$ cat config.mk
export PLATFORM = sky130hd
export DESIGN_NAME = s4_mem_arbiter
export DESIGN_NICKNAME = d
export VERILOG_FILES = /design/src/rtl/s4_pkg.sv /design/src/rtl/s4_arb_pick.sv /design/src/rtl/s4_mem_arbiter.sv
export SDC_FILE = /design/constraint.sdc
export NUM_CORES = 1
export LEC_CHECK = 0
export CAP_MARGIN = 20
export CORE_AREA = 8 8 168 170
export DETAILED_ROUTE_END_ITERATION = 10
export DIE_AREA = 0 0 176 178
export PLACE_DENSITY = 0.58
export SLEW_MARGIN = 20
export SYNTH_ARGS = -nofsm -noshare
export SYNTH_HDL_FRONTEND = slang
export SYNTH_SLANG_ARGS = --single-unit
$ cat constraint.sdc
create_clock -name clock -period 7 [get_ports clock]
set_input_delay 2.1 -clock clock [delete_from_list [all_inputs] [get_ports clock]]
set_output_delay 2.1 -clock clock [all_outputs]
set_load 0.02 [all_outputs]
$ cat src/rtl/s4_pkg.sv
// Shared types and default widths for the s4 memory-port arbiter.
package s4_pkg;

  localparam int unsigned AW_DEF   = 32;
  localparam int unsigned DW_DEF   = 64;
  localparam int unsigned STARVE_W = 4;
  localparam int unsigned TMO_W    = 8;

  typedef enum logic [1:0] {
    IDLE  = 2'd0,
    ISSUE = 2'd1,
    WAIT  = 2'd2
  } state_e;

  typedef enum logic {
    OWN_IF = 1'b0,
    OWN_LS = 1'b1
  } owner_e;

  function automatic logic [STARVE_W-1:0] sat_inc(input logic [STARVE_W-1:0] v);
    return (&v) ? v : v + STARVE_W'(1);
  endfunction

endpackage

$ cat src/rtl/s4_arb_pick.sv
// Winner select between fetch and load/store, plus the starvation counter
// value to load if this evaluation is taken as an arbitration point.
module s4_arb_pick import s4_pkg::*; #(
  parameter int unsigned STARVE_MAX = 4
) (
  input  logic                if_req_i,
  input  logic                ls_req_i,
  input  logic [STARVE_W-1:0] starve_i,
  output owner_e              win_c_o,
  output logic [STARVE_W-1:0] starve_c_o
);

  logic ls_wins;

  always_comb begin
    ls_wins    = 1'b0;
    starve_c_o = '0;
    if (!(if_req_i && (starve_i >= STARVE_W'(STARVE_MAX)))) begin
      ls_wins = ls_req_i;
    end
    // Only a fetch that is actually waiting and loses builds up starvation.
    if (ls_wins && if_req_i) begin
      starve_c_o = sat_inc(starve_i);
    end
    win_c_o = ls_wins ? OWN_LS : OWN_IF;
  end

endmodule

$ cat src/rtl/s4_mem_arbiter.sv
// Shares the s4 core's single memory port between instruction fetch and the
// load/store unit: one transaction in flight, LS priority, IF anti-starvation.
module s4_mem_arbiter import s4_pkg::*; #(
  parameter int unsigned AW         = AW_DEF,
  parameter int unsigned DW         = DW_DEF,
  parameter int unsigned STARVE_MAX = 4,
  parameter int unsigned TIMEOUT    = 64
) (
  input  logic            clock,
  input  logic            reset,
  input  logic            if_req,
  input  logic [AW-1:0]   if_addr,
  output logic            if_gnt,
  output logic            if_rvalid,
  output logic [DW-1:0]   if_rdata,
  output logic            if_err,
  input  logic            ls_req,
  input  logic            ls_we,
  input  logic [AW-1:0]   ls_addr,
  input  logic [DW-1:0]   ls_wdata,
  input  logic [DW/8-1:0] ls_wstrb,
  output logic            ls_gnt,
  output logic            ls_rvalid,
  output logic [DW-1:0]   ls_rdata,
  output logic            ls_err,
  output logic            mem_req,
  input  logic            mem_ready,
  output logic            mem_we,
  output logic [AW-1:0]   mem_addr,
  output logic [DW-1:0]   mem_wdata,
  output logic [DW/8-1:0] mem_wstrb,
  input  logic            mem_rvalid,
  input  logic [DW-1:0]   mem_rdata,
  output logic            busy
);

  localparam int unsigned SW = DW / 8;

  state_e              state_q, state_d;
  owner_e              owner_q, owner_d;
  logic [STARVE_W-1:0] starve_q, starve_d;
  logic [TMO_W-1:0]    tmo_q, tmo_d;
  logic                mem_req_q, mem_req_d;
  logic                mem_we_q, mem_we_d;
  logic [AW-1:0]       mem_addr_q, mem_addr_d;
  logic [DW-1:0]       mem_wdata_q, mem_wdata_d;
  logic [SW-1:0]       mem_wstrb_q, mem_wstrb_d;

  owner_e              win_c;
  logic [STARVE_W-1:0] starve_pick_c;
  logic                resp_c, tmo_hit_c, done_c, arb_c, any_req_c;

  s4_arb_pick #(.STARVE_MAX(STARVE_MAX)) u_pick (
    .if_req_i   (if_req),
    .ls_req_i   (ls_req),
    .starve_i   (starve_q),
    .win_c_o    (win_c),
    .starve_c_o (starve_pick_c)
  );

  // Responses outside WAIT are stray and never reach a requester.
  assign any_req_c = if_req || ls_req;
  assign resp_c    = (state_q == WAIT) && mem_rvalid;
  assign tmo_hit_c = (state_q == WAIT) && !mem_rvalid && (tmo_q == TMO_W'(TIMEOUT - 1));
  assign done_c    = resp_c || tmo_hit_c;

  always_comb begin
    state_d     = state_q;
    owner_d     = owner_q;
    starve_d    = starve_q;
    tmo_d       = tmo_q;
    mem_req_d   = mem_req_q;
    mem_we_d    = mem_we_q;
    mem_addr_d  = mem_addr_q;
    mem_wdata_d = mem_wdata_q;
    mem_wstrb_d = mem_wstrb_q;
    arb_c       = 1'b0;

    case (state_q)
      IDLE:  arb_c = any_req_c;
      ISSUE: begin
        if (mem_ready) begin
          state_d   = WAIT;
          tmo_d     = '0;
          mem_req_d = 1'b0;
        end
      end
      WAIT: begin
        tmo_d = tmo_q + TMO_W'(1);
        if (done_c) begin
          state_d = IDLE;
          arb_c   = 1'b1;
        end
      end
      default: state_d = IDLE;
    endcase

    // Completion edge doubles as an arbitration point for back-to-back issue.
    if (arb_c) begin
      starve_d = starve_pick_c;
      if (any_req_c) begin
        state_d   = ISSUE;
        owner_d   = win_c;
        mem_req_d = 1'b1;
        if (win_c == OWN_LS) begin
          mem_we_d    = ls_we;
          mem_addr_d  = ls_addr;
          mem_wdata_d = ls_we ? ls_wdata : '0;
          mem_wstrb_d = ls_we ? ls_wstrb : '0;
        end else begin
          mem_we_d    = 1'b0;
          mem_addr_d  = if_addr;
          mem_wdata_d = '0;
          mem_wstrb_d = '0;
        end
      end
    end
  end

  always_ff @(posedge clock or posedge reset) begin
    if (reset) begin
      state_q     <= IDLE;
      owner_q     <= OWN_IF;
      starve_q    <= '0;
      tmo_q       <= '0;
      mem_req_q   <= 1'b0;
      mem_we_q    <= 1'b0;
      mem_addr_q  <= '0;
      mem_wdata_q <= '0;
      mem_wstrb_q <= '0;
    end else begin
      state_q     <= state_d;
      owner_q     <= owner_d;
      starve_q    <= starve_d;
      tmo_q       <= tmo_d;
      mem_req_q   <= mem_req_d;
      mem_we_q    <= mem_we_d;
      mem_addr_q  <= mem_addr_d;
      mem_wdata_q <= mem_wdata_d;
      mem_wstrb_q <= mem_wstrb_d;
    end
  end

  // Grants and responses pass straight through in the cycle memory acts.
  assign if_gnt    = (state_q == ISSUE) && mem_ready && (owner_q == OWN_IF);
  assign ls_gnt    = (state_q == ISSUE) && mem_ready && (owner_q == OWN_LS);
  assign if_rvalid = done_c && (owner_q == OWN_IF);
  assign ls_rvalid = done_c && (owner_q == OWN_LS);
  assign if_err    = tmo_hit_c && (owner_q == OWN_IF);
  assign ls_err    = tmo_hit_c && (owner_q == OWN_LS);
  assign if_rdata  = (resp_c && (owner_q == OWN_IF)) ? mem_rdata : '0;
  assign ls_rdata  = (resp_c && (owner_q == OWN_LS) && !mem_we_q) ? mem_rdata : '0;

  assign mem_req   = mem_req_q;
  assign mem_we    = mem_we_q;
  assign mem_addr  = mem_addr_q;
  assign mem_wdata = mem_wdata_q;
  assign mem_wstrb = mem_wstrb_q;
  assign busy      = (state_q != IDLE);

endmodule

==> impl_metrics.env <==
export IMPL_period_minus_slack_ns=6.44
export IMPL_ir_drop_v=0.000200
export IMPL_drt_total_wl_um=26900
export IMPL_die_w_um=176
export IMPL_coreArea_mm2=0.0256
export IMPL_cts_buffers=17
export IMPL_vias=5571
export IMPL_required_ns=4.90
export IMPL_grt_start_max_net_pins=67
export IMPL_netlist_area_mm2=0.00580
export IMPL_final_hold_violation_count=0
export IMPL_ctsResizeCount=0
export IMPL_cts_tree="built"
export IMPL_yosys_warnings=0
export IMPL_cpMostUsedCell="clkdlybuf4s50_1"
export IMPL_final_nets=1144
export IMPL_yosys_top_cells_area="dfrtp_1, and2_1, mux2_2, a22o_1, clkbuf_1"
export IMPL_ant_nets=0
export IMPL_die_area_mm2=0.0313
export IMPL_postCtsHoldBufs=0
export IMPL_setup_viol_count_final=0
export IMPL_cts_sinks=121
export IMPL_cap_viol_max_count=0
export IMPL_rows=59
export IMPL_crit_slowest_cell="clkdlybuf4s50_1"
export IMPL_placedCellCount=1251
export IMPL_synth_avg_cell_area_um2=11.7
export IMPL_post_drt_wl_per_cell_um=20.9
export IMPL_syn_num_nets=703
export IMPL_power_per_cell_area_mw_per_mm2=341
export IMPL_synthDistinctLibCells=32
export IMPL_grt_pass1_wl_um=38100
export IMPL_fmax_mhz=155
export IMPL_gp_congestion=0.815
export IMPL_place_area_mm2=0.0106
export IMPL_drcViolationCount=0
export IMPL_grt_overflow=0
export IMPL_synth_top_area_cell="dfrtp_1"
export IMPL_area_growth_pct=93.2
export IMPL_drive_gt1_frac=0.122
export IMPL_reg2regPathDepth=6
export IMPL_drt_pass1_iterations=6
export IMPL_port_buffers=447
export IMPL_min_from="tmo_q[5]"
export IMPL_via_per_inst=4.33
export IMPL_ioPinCount=448
export IMPL_synthCells=494
export IMPL_r2r_start="tmo_q[0]"
export IMPL_status="finished, final reports clean"
export IMPL_synth_top_area_frac=0.522
export IMPL_fin_area_mm2=0.0112
export IMPL_htree_levels=4
export IMPL_min_to="tmo_q[5]"
export IMPL_rsz0062_at_grt="false"
export IMPL_ctsLongestPathBuffers=2
export IMPL_r2r_end="mem_addr[13]"
export IMPL_cts_setup_buffers=0
export IMPL_path_cells="clkdlybuf4s50_1 -> nand2_1 -> nor3_4 -> buf_4 -> and2_1 -> clkdlybuf4s50_1"
export IMPL_r2r_slack_ns=4.21
export IMPL_cp_arrival_ns=4.34
export IMPL_fin_crit_sh=0.919
export IMPL_hpwl_um=21800
export IMPL_die_y_um=178
export IMPL_hp_class="flip-flop to flip-flop"
export IMPL_hold_ws_ns=0.490
export IMPL_insertion_delay_ns=0.41
export IMPL_relSlewSlack=0.382
export IMPL_grt_pass1_vias=5911
export IMPL_worst_path_max_fanout=36
export IMPL_start_kind="input port"
export IMPL_slew_viol_final=0
export IMPL_final_util=0.438
export IMPL_grt_antenna_before_repair=7
export IMPL_yosysSeqAreaShare=0.522
export IMPL_critPathCaptureType="output port"
export IMPL_finalSetupTns_ns=0
export IMPL_cts_root_buf="clkbuf_16"
export IMPL_grt_util_all_layers=0.162
export IMPL_leakagePower_nw=4.66
export IMPL_fin_skew_ns=0.0162
export IMPL_initial_utilization=0.227
export IMPL_clkTransAtPathRegs_ns=0.06
export IMPL_tightest_slew_ns=0.927
export IMPL_whs_path_depth=1
export IMPL_synth_seq_cells=121
export IMPL_crit_type="input port to output port"
export IMPL_stdcell_count=1287
export IMPL_drt_iter0_drc=158
export IMPL_slowest_delay_ns=0.61
worst max-delay path by stage:
| stage | start | end | slack, ns | cells after the start |
|---|---|---|---|---|
| detailed placement | mem_rvalid | ls_rdata[8] | 0.57 | 6 |
| CTS | mem_rvalid | ls_rdata[8] | 0.57 | 6 |
| global placement | mem_rvalid | ls_rdata[50] | 0.67 | 6 |
| floorplan | reset | mem_addr[0] | 1.69 | 1 |
| finish | mem_rvalid | ls_rdata[8] | 0.56 | 6 |
| global route | mem_rvalid | ls_rdata[9] | 0.40 | 6 |
per-stage QoR:
| step | worst slack (ns) | total power [mW] |
|---|---|---|
| 2_1_floorplan | 1.69 | 2.04 |
| 3_3_place_gp | 0.665 | 3.00 |
| 3_5_place_dp | 0.570 | 3.00 |
| 4_1_cts | 0.572 | 3.89 |
| 5_1_grt | 0.401 | 4.03 |
| 6_report | 0.564 | 3.83 |
worst max-delay path, delay by kind of cell:
| kind | cells | cell delay [ns] |
|---|---|---|
| and+or+nand+nor | 3 | 0.73 |
| buffers and inverters | 3 | 1.48 |
state kept, by name, indices dropped and copies added, names as in the netlist:
name,flops
mem_wdata,64
starve_q,4
mem_we,1
mem_req,1
tmo_q,8
state_q,2
owner_q,1
mem_addr,32
mem_wstrb,8
placed cells by master, fill, tap and decap left out, types with 4 or more instances in the layout:
master / instances
mux2_2: 66
a22o_1: 73
clkinvlp_4: 4
o21ai_0: 9
diode_2: 4
nor2_1: 5
buf_4: 10
nand3_1: 9
dfrtp_1: 121
and3_1: 4
inv_6: 5
clkbuf_16: 17
and2_1: 129
nand2_1: 13
clkdlybuf4s50_1: 447
area by class of cell:
type,count,area (um2)
well taps,335,419
diodes,4,10.0
clock buffers,18,439
repair buffers,457,4550
flip-flops and latches,121,3030
multi-input cells,334,2610
inverters,4,17.5
fillers,2471,14400
clock inverters,14,138
where the power goes:
| group | internal, mW | leakage (nW) | total (mW) | switching, mW |
|---|---|---|---|---|
| clock network | 0.506 | 0.272 | 0.866 | 0.359 |
| registers | 0.978 | 1.56 | 1.15 | 0.168 |
| logic | 0.920 | 2.83 | 1.82 | 0.895 |
logic make-up (layout without fill, tap and decap cells):
logic type / count (synthesis) / in the layout / synth area share
DFF: 121 / 121 / 0.522
adders and majority gates: 2 / 2 / 0.00431
AOI/OAI and AO/OA: 89 / 89 / 0.128
and+or+nand+nor: 173 / 173 / 0.179
muxes: 69 / 69 / 0.133
buffers and inverters: 39 / 493 / 0.0323
other: 0 / 4 / 0
xor gates and xnor gates: 1 / 1 / 0.00151
metal layers:
| metal | up-vias | track usage | wire (um) |
|---|---|---|---|
| met1 | 2653 | 0.166 | 9770 |
| li1 | 2619 | - | - |
| met3 | 24 | 0.0667 | 2450 |
| met2 | 271 | 0.296 | 14200 |
| met5 | - | 0 | 27 |
| met4 | 4 | 0.0544 | 469 |
synth_stat cells:
cell type / instances
buf_2: 12
nor2_1: 6
a211o_1: 1
a21o_1: 1
ha_1: 2
and2b_1: 1
and3_1: 4
and4b_1: 1
mux2_2: 66
a21oi_2: 1
buf_1: 1
and2_1: 130
dfrtp_1: 121
or2_2: 1
nand3b_1: 1
a21oi_1: 3
a22o_1: 73
mux2i_1: 3
inv_1: 4
a2bb2o_4: 1
and4_1: 1
nand2b_1: 2
clkbuf_1: 18
nor3_2: 1
nand3_1: 9
nand2_1: 13
nand3_2: 1
nor3_1: 2
xor2_1: 1
buf_4: 1
buf_6: 3
o21ai_0: 9
Power figures use the tool's default switching activity.
